File: src/rtl/multicycle_control_fsm_pkg.sv
// Shared opcode constants, state encodings and immediate-format decode
// for the multicycle RISC-V control path.
package multicycle_control_fsm_pkg;

    typedef enum logic [3:0] {
        S_FETCH    = 4'd0,
        S_DECODE   = 4'd1,
        S_MEMADR   = 4'd2,
        S_MEMREAD  = 4'd3,
        S_MEMWB    = 4'd4,
        S_MEMWRITE = 4'd5,
        S_EXECUTER = 4'd6,
        S_ALUWB    = 4'd7,
        S_EXECUTEI = 4'd8,
        S_JAL      = 4'd9,
        S_BEQ      = 4'd10
    } state_t;

    localparam logic [6:0] OP_LW    = 7'b0000011;
    localparam logic [6:0] OP_SW    = 7'b0100011;
    localparam logic [6:0] OP_RTYPE = 7'b0110011;
    localparam logic [6:0] OP_ITYPE = 7'b0010011;
    localparam logic [6:0] OP_JAL   = 7'b1101111;
    localparam logic [6:0] OP_BEQ   = 7'b1100011;

    function automatic logic [1:0] imm_src(input logic [6:0] op);
        case (op)
            OP_SW:   return 2'b01;
            OP_BEQ:  return 2'b10;
            OP_JAL:  return 2'b11;
            default: return 2'b00;
        endcase
    endfunction

endpackage

File: src/rtl/multicycle_control_fsm.sv
// Moore control FSM for the multicycle RISC-V datapath: one state register,
// combinational next-state and per-state datapath controls.
module multicycle_control_fsm
    import multicycle_control_fsm_pkg::*;
#(
    parameter bit MEM_WAIT_EN = 1'b1
) (
    input  logic       clk,
    input  logic       rst,
    input  logic [6:0] Op,
    input  logic       zero,
    input  logic       mem_ready,
    output logic       PCWrite,
    output logic       AdrSrc,
    output logic       IRWrite,
    output logic       MemWrite,
    output logic       RegWrite,
    output logic [1:0] ResultSrc,
    output logic [1:0] ALUSrcA,
    output logic [1:0] ALUSrcB,
    output logic [1:0] ALUOp,
    output logic [1:0] ImmSrc,
    output logic       illegal_op,
    output logic [3:0] state
);

    state_t state_q, state_d, cur;
    logic   ready;
    logic   pcupdate, branch;
    logic   irw, memw, regw, ill;

    assign ready = MEM_WAIT_EN ? mem_ready : 1'b1;

    always_ff @(posedge clk) begin
        if (rst) state_q <= S_FETCH;
        else     state_q <= state_d;
    end

    always_comb begin
        state_d = S_FETCH;
        case (state_q)
            S_FETCH:    state_d = ready ? S_DECODE : S_FETCH;
            S_DECODE: begin
                case (Op)
                    OP_LW, OP_SW: state_d = S_MEMADR;
                    OP_RTYPE:     state_d = S_EXECUTER;
                    OP_ITYPE:     state_d = S_EXECUTEI;
                    OP_JAL:       state_d = S_JAL;
                    OP_BEQ:       state_d = S_BEQ;
                    default:      state_d = S_FETCH;
                endcase
            end
            S_MEMADR:   state_d = (Op == OP_LW) ? S_MEMREAD : S_MEMWRITE;
            S_MEMREAD:  state_d = ready ? S_MEMWB : S_MEMREAD;
            S_MEMWB:    state_d = S_FETCH;
            S_MEMWRITE: state_d = ready ? S_FETCH : S_MEMWRITE;
            S_EXECUTER, S_EXECUTEI, S_JAL: state_d = S_ALUWB;
            default:    state_d = S_FETCH;
        endcase
    end

    // Outputs decode from FETCH while in reset, so reset shows FETCH controls
    // with every write strobe suppressed by the rst mask below.
    assign cur = rst ? S_FETCH : state_q;

    always_comb begin
        pcupdate  = 1'b0;
        branch    = 1'b0;
        irw       = 1'b0;
        memw      = 1'b0;
        regw      = 1'b0;
        ill       = 1'b0;
        AdrSrc    = 1'b0;
        ResultSrc = 2'b00;
        ALUSrcA   = 2'b00;
        ALUSrcB   = 2'b00;
        ALUOp     = 2'b00;
        case (cur)
            S_FETCH: begin
                ALUSrcB   = 2'b10;
                ResultSrc = 2'b10;
                irw       = ready;
                pcupdate  = ready;
            end
            S_DECODE: begin
                ALUSrcA = 2'b01;
                ALUSrcB = 2'b01;
                case (Op)
                    OP_LW, OP_SW, OP_RTYPE, OP_ITYPE, OP_JAL, OP_BEQ: ill = 1'b0;
                    default: ill = 1'b1;
                endcase
            end
            S_MEMADR: begin
                ALUSrcA = 2'b10;
                ALUSrcB = 2'b01;
            end
            S_MEMREAD:  AdrSrc = 1'b1;
            S_MEMWB: begin
                ResultSrc = 2'b01;
                regw      = 1'b1;
            end
            S_MEMWRITE: begin
                AdrSrc = 1'b1;
                memw   = 1'b1;
            end
            S_EXECUTER: begin
                ALUSrcA = 2'b10;
                ALUOp   = 2'b10;
            end
            S_EXECUTEI: begin
                ALUSrcA = 2'b10;
                ALUSrcB = 2'b01;
                ALUOp   = 2'b10;
            end
            S_ALUWB:    regw = 1'b1;
            S_JAL: begin
                ALUSrcA  = 2'b01;
                ALUSrcB  = 2'b10;
                pcupdate = 1'b1;
            end
            S_BEQ: begin
                ALUSrcA = 2'b10;
                ALUOp   = 2'b01;
                branch  = 1'b1;
            end
            default: ;
        endcase
    end

    assign PCWrite    = (pcupdate | (branch & zero)) & ~rst;
    assign IRWrite    = irw  & ~rst;
    assign MemWrite   = memw & ~rst;
    assign RegWrite   = regw & ~rst;
    assign illegal_op = ill  & ~rst;
    assign ImmSrc     = imm_src(Op);
    assign state      = cur;

endmodule

File: config.mk
export PLATFORM = sky130hd
export DESIGN_NAME = multicycle_control_fsm
export DESIGN_NICKNAME = d
export VERILOG_FILES = /design/src/rtl/multicycle_control_fsm_pkg.sv /design/src/rtl/multicycle_control_fsm.sv
export SDC_FILE = /design/constraint.sdc
export NUM_CORES = 1
export LEC_CHECK = 0
export CORE_MARGIN = 5
export CORE_UTILIZATION = 39
export CTS_CLUSTER_DIAMETER = 200
export DETAILED_ROUTE_END_ITERATION = 8
export GPL_ROUTABILITY_DRIVEN = 0
export PLACE_DENSITY = 0.78
export SLEW_MARGIN = 5
export SYNTH_ARGS = -nofsm -noshare
export SYNTH_HDL_FRONTEND = slang
export SYNTH_SLANG_ARGS = --single-unit
File: constraint.sdc
create_clock -name clk -period 1.5 [get_ports clk]
set_input_delay 0.375 -clock clk [delete_from_list [all_inputs] [get_ports clk]]
set_output_delay 0.375 -clock clk [all_outputs]
set_load 0.02 [all_outputs]
==> impl_metrics.toml, run 1 <==
[placed_design]
dpl.hpwl_um = 1700
portBuffers = 30
dp.cells = 158
dpl_cell_area_mm2 = 0.00117

[floorplanning]
initial_utilization_pct = 41.5
die_h_um = 50.3
pin_count = 31
die_x_um = 50.3
rows = 14

[synthesis]
synth_xor_xnor_area_share_pct = 5.53
syn_inst = 91
seq_area_frac_synth_pct = 12.6
ys.flop_type = "dfxtp_1"
muxShareOfSynthArea_pct = 1.58
yosys.area_share.simple_pct = 50.4
synthArstFlopShare_pct = 0
synth_edf_count = 0
synth-compound-area-share_pct = 19.4
yosysWarnings = 0
synthesis.area_um2 = 633
synthAdderAreaFrac_pct = 1.78
synth_top_area_share_pct = 12.6
syn_avg_cell_area_um2 = 6.96
synthesis.nets = 102
synth_top_family_by_area = "simple AND/OR/NAND/NOR gates"
synth_top_cells_by_area = "dfxtp_1, nand2b_1, a21oi_1, nor2_1, nor3_1"
yosys.cell_types.count = 35
synth_largest_area_cell = "dfxtp_1"
ys_ff_latch = 4

[clock_tree]
ctsResizeCount = 169
cts_setup_buffers = 15
cts.sinks = 4
ctsHoldBuffers = 0
clk_path_buf_depth = 2
cts_root_buffer = "clkbuf_4"
cts_buffers = 3
htree_levels = 1

[outcome]
error_line = "[ERROR DPL-0038] Utilization greater than 100%, impossible to legalize"
stop_stage = "clock tree synthesis (4_1_cts)"
status = "aborted with a tool error"
cells by family after synthesis:
kind of cell | after synthesis
xor gates and xnor gates | 4
AOI/OAI and AO/OA | 20
adders and majority gates | 1
DFF | 4
and+or+nand+nor | 50
muxes | 1
buffers and inverters | 11
through the flow:
stage	setup slack, ns	util [%]
after floorplan	-0.222	-
after global placement	-1.02	76.8
after detailed placement	-1.03	76.8
cells in the mapped netlist, types with 3 or more instances:
library cell and instances:
nor2b_1 3, dfxtp_1 4, nor3_1 6, nand4_1 3, a21oi_1 8, nor2_1 10, inv_1 5, xnor2_1 3
nand2b_1 10, a31oi_1 3, nor4_1 3
==> inputs of run 2 (changes only) <==
--- a/config.mk
+++ b/config.mk
@@ -5,12 +5,11 @@
 export SDC_FILE = /design/constraint.sdc
 export NUM_CORES = 1
 export LEC_CHECK = 0
-export CORE_MARGIN = 5
-export CORE_UTILIZATION = 39
-export CTS_CLUSTER_DIAMETER = 200
+export CORE_AREA = 5 5 66 68
 export DETAILED_ROUTE_END_ITERATION = 8
+export DIE_AREA = 0 0 71 73
 export GPL_ROUTABILITY_DRIVEN = 0
-export PLACE_DENSITY = 0.78
+export PLACE_DENSITY_LB_ADDON = 0.15
 export SLEW_MARGIN = 5
 export SYNTH_ARGS = -nofsm -noshare
 export SYNTH_HDL_FRONTEND = slang
==> run 2 against run 1 <==
Effect of this change: the flow now finishes, with violations (setup timing); area after synthesis did not move; synthesized cell count stayed put.
==> impl_metrics.toml, run 2 <==
[detailed_routing]
routedWlPerCell_um = 12.6
remaining_drc_errors = 0
drt_iter0_drc = 18
drtAntennaViolNets = 0
wirelength_um = 2790
num_vias = 984
viasPerCell = 4.43
firstDrtPassIters = 4

[placed_design]
pre_cts_ws_ns = -1.03
dpl.hpwl_um = 1870
portBuffers = 30
dpl_cell_area_mm2 = 0.00122

[floorplanning]
rows = 23
initial_utilization_pct = 16.7
pin_count = 31
core_mm2 = 0.00380
die_x_um = 71
dieArea_mm2 = 0.00518
die_h_um = 73

[final_layout]
top_register = "state_q"
antenna_cells = 0
finalInstanceArea_mm2 = 0.00171
final_common_cell = "buf_4"
final_cell_mix = "buf_4, buf_6, a21oi_1"
top_regs = "state_q x4"
final_layout_size_suffix_gt1_share_pct = 72.7
final_nets = 185
multi_input_area_um2 = 733
utilization_pct = 45.0
area_growth_pct = 170
final-seq-area_um2 = 92.6
largest_reg_flops = 4
fill_cells = 391

[synthesis]
synth_edf_count = 0
synth_top_area_share_pct = 12.6
syn_inst = 91
ys.flop_type = "dfxtp_1"
synth_largest_area_cell = "dfxtp_1"
synthArstFlopShare_pct = 0
ys_ff_latch = 4
synth_top_cells_by_area = "dfxtp_1, nand2b_1, a21oi_1, nor2_1, nor3_1"
yosys.cell_types.count = 35
synthesis.nets = 102
synth_common_cells = "nand2b_1, nor2_1, a21oi_1"
syn_avg_cell_area_um2 = 6.96
yosysWarnings = 0
synthesis.area_um2 = 633
seq_area_frac_synth_pct = 12.6

[timing]
worst_slack_ns = -0.273
min_period_ns = 1.77
slew_viol_final = 0
hold_viol = 0
fmax_mhz = 564
fin_skew_ns = 0.00191
slew_headroom_pct = 81.0
setup_viol = 17
worst_pin_slew_ns = 0.282
timing.final.crit_share_pct = 118
rsz0062_at_grt = "true"

[outcome]
violations = "setup timing"
status = "finished, violations left"

[clock_tree]
htree_levels = 1
cts_root_buffer = "clkbuf_8"
clk_transition_reported_paths_ns = 0.03
worst_skew_pair.late_latency_ns = 0.22
cts_buffers = 3
cts.sinks = 4
ctsHoldBuffers = 0
clk_path_buf_depth = 2
cts_tree = "done"

[global_route]
track_usage_pct = 10.6
use_met3_pct = 1.52
grt_max_degree = 14
grt_pass1_wl_um = 4510
use_met1_pct = 12.9
grt_pass1_vias = 956
grt.busiest_layer = "met2"
antenna_found_initial = 0
grt_use_met2_pct = 19.5
gr-total-overflow = 0

[critical_path]
crit_type = "register to primary output"
critPathLaunchType = "register"
crit_required_ns = 1.12
crit_arrival_ns = 1.40
worstRegToRegCells = 8
cp_max_fo = 3
end_kind = "primary output"

[worst_hold_path]
hold_path_class = "primary input to register"
hold_depth = 4

[pwr]
power.density_mw_per_mm2 = 331
p_leak_nw = 0.723
vdd.ir_drop.worst_mv = 0.148

[flow_run]
cap_violations = 0
[run 2: timing repair]
action                     in CTS  in global routing
gates cloned                    0                  0
resized for setup             180                 37
setup endpoints to repair      24                 23
pin swaps                      18                  8
setup buffers                  15                  9
[run 2: path summary, 6_finish.rpt]
| kind | startpoint | to | slack (ns) |
|---|---|---|---|
| setup / recovery | state_q[2]$_SDFF_PP0_ | illegal_op | -0.27 |
| hold reg to reg | state_q[3]$_SDFF_PP0_ | state_q[3]$_SDFF_PP0_ | 0.59 |
| setup reg to reg | state_q[0]$_SDFF_PP0_ | state_q[1]$_SDFF_PP0_ | -0.14 |
| hold / removal | Op[4] | state_q[3]$_SDFF_PP0_ | 0.54 |
[run 2: kinds of logic (layout without fill, tap and decap cells)]
kind of cell	after synthesis	after routing	synth area share, %
xor+xnor	4	4	5.53
flops	4	4	12.6
fa+ha+maj	1	1	1.78
mux	1	1	1.58
buf+inv	11	92	8.70
simple gates	50	50	50.4
compound gates	20	20	19.4
[run 2: stage by stage]
step / hold slack, ns / power [mW] / setup TNS [ns] / cells
floorplan: 0.532 / 0.193 / -0.723 / 91
global placement: 0.640 / 0.293 / -18.59 / 195
detailed placement: 0.641 / 0.294 / -18.65 / 195
CTS: 0.536 / 0.551 / -2.33 / 213
global route: 0.590 / 0.607 / -3.88 / 222
finish: 0.537 / 0.566 / -2.65 / 222
[run 2: layout make-up]
| cell class | count | share of cell area, % |
|---|---|---|
| inverters | 5 | 1.10 |
| repair buffers | 84 | 44.5 |
| multi-input cells | 76 | 42.9 |
| flip-flops and latches | 4 | 5.42 |
| well taps | 50 | 3.66 |
| clock buffers | 3 | 2.42 |
[run 2: critical path, cell delays in order, from the launching register on]
cell and delay [ns]:
dfxtp_4 0.33, or2_1 0.23, or3_4 0.36, nor3_4 0.12, buf_6 0.14
[run 2: where the power goes]
group | switching [mW] | internal [mW] | total (mW)
logic | 0.110 | 0.127 | 0.236
registers | 0.00170 | 0.105 | 0.107
clock network | 0.0519 | 0.171 | 0.222
[run 2: metal layers]
metal	routed length, um	part of all wire, %
met3	71	2.5
met2	1540	55
met4	13	0.47
met5	0	0
met1	1170	42
Note: power is estimated with default switching activity, not from simulation.
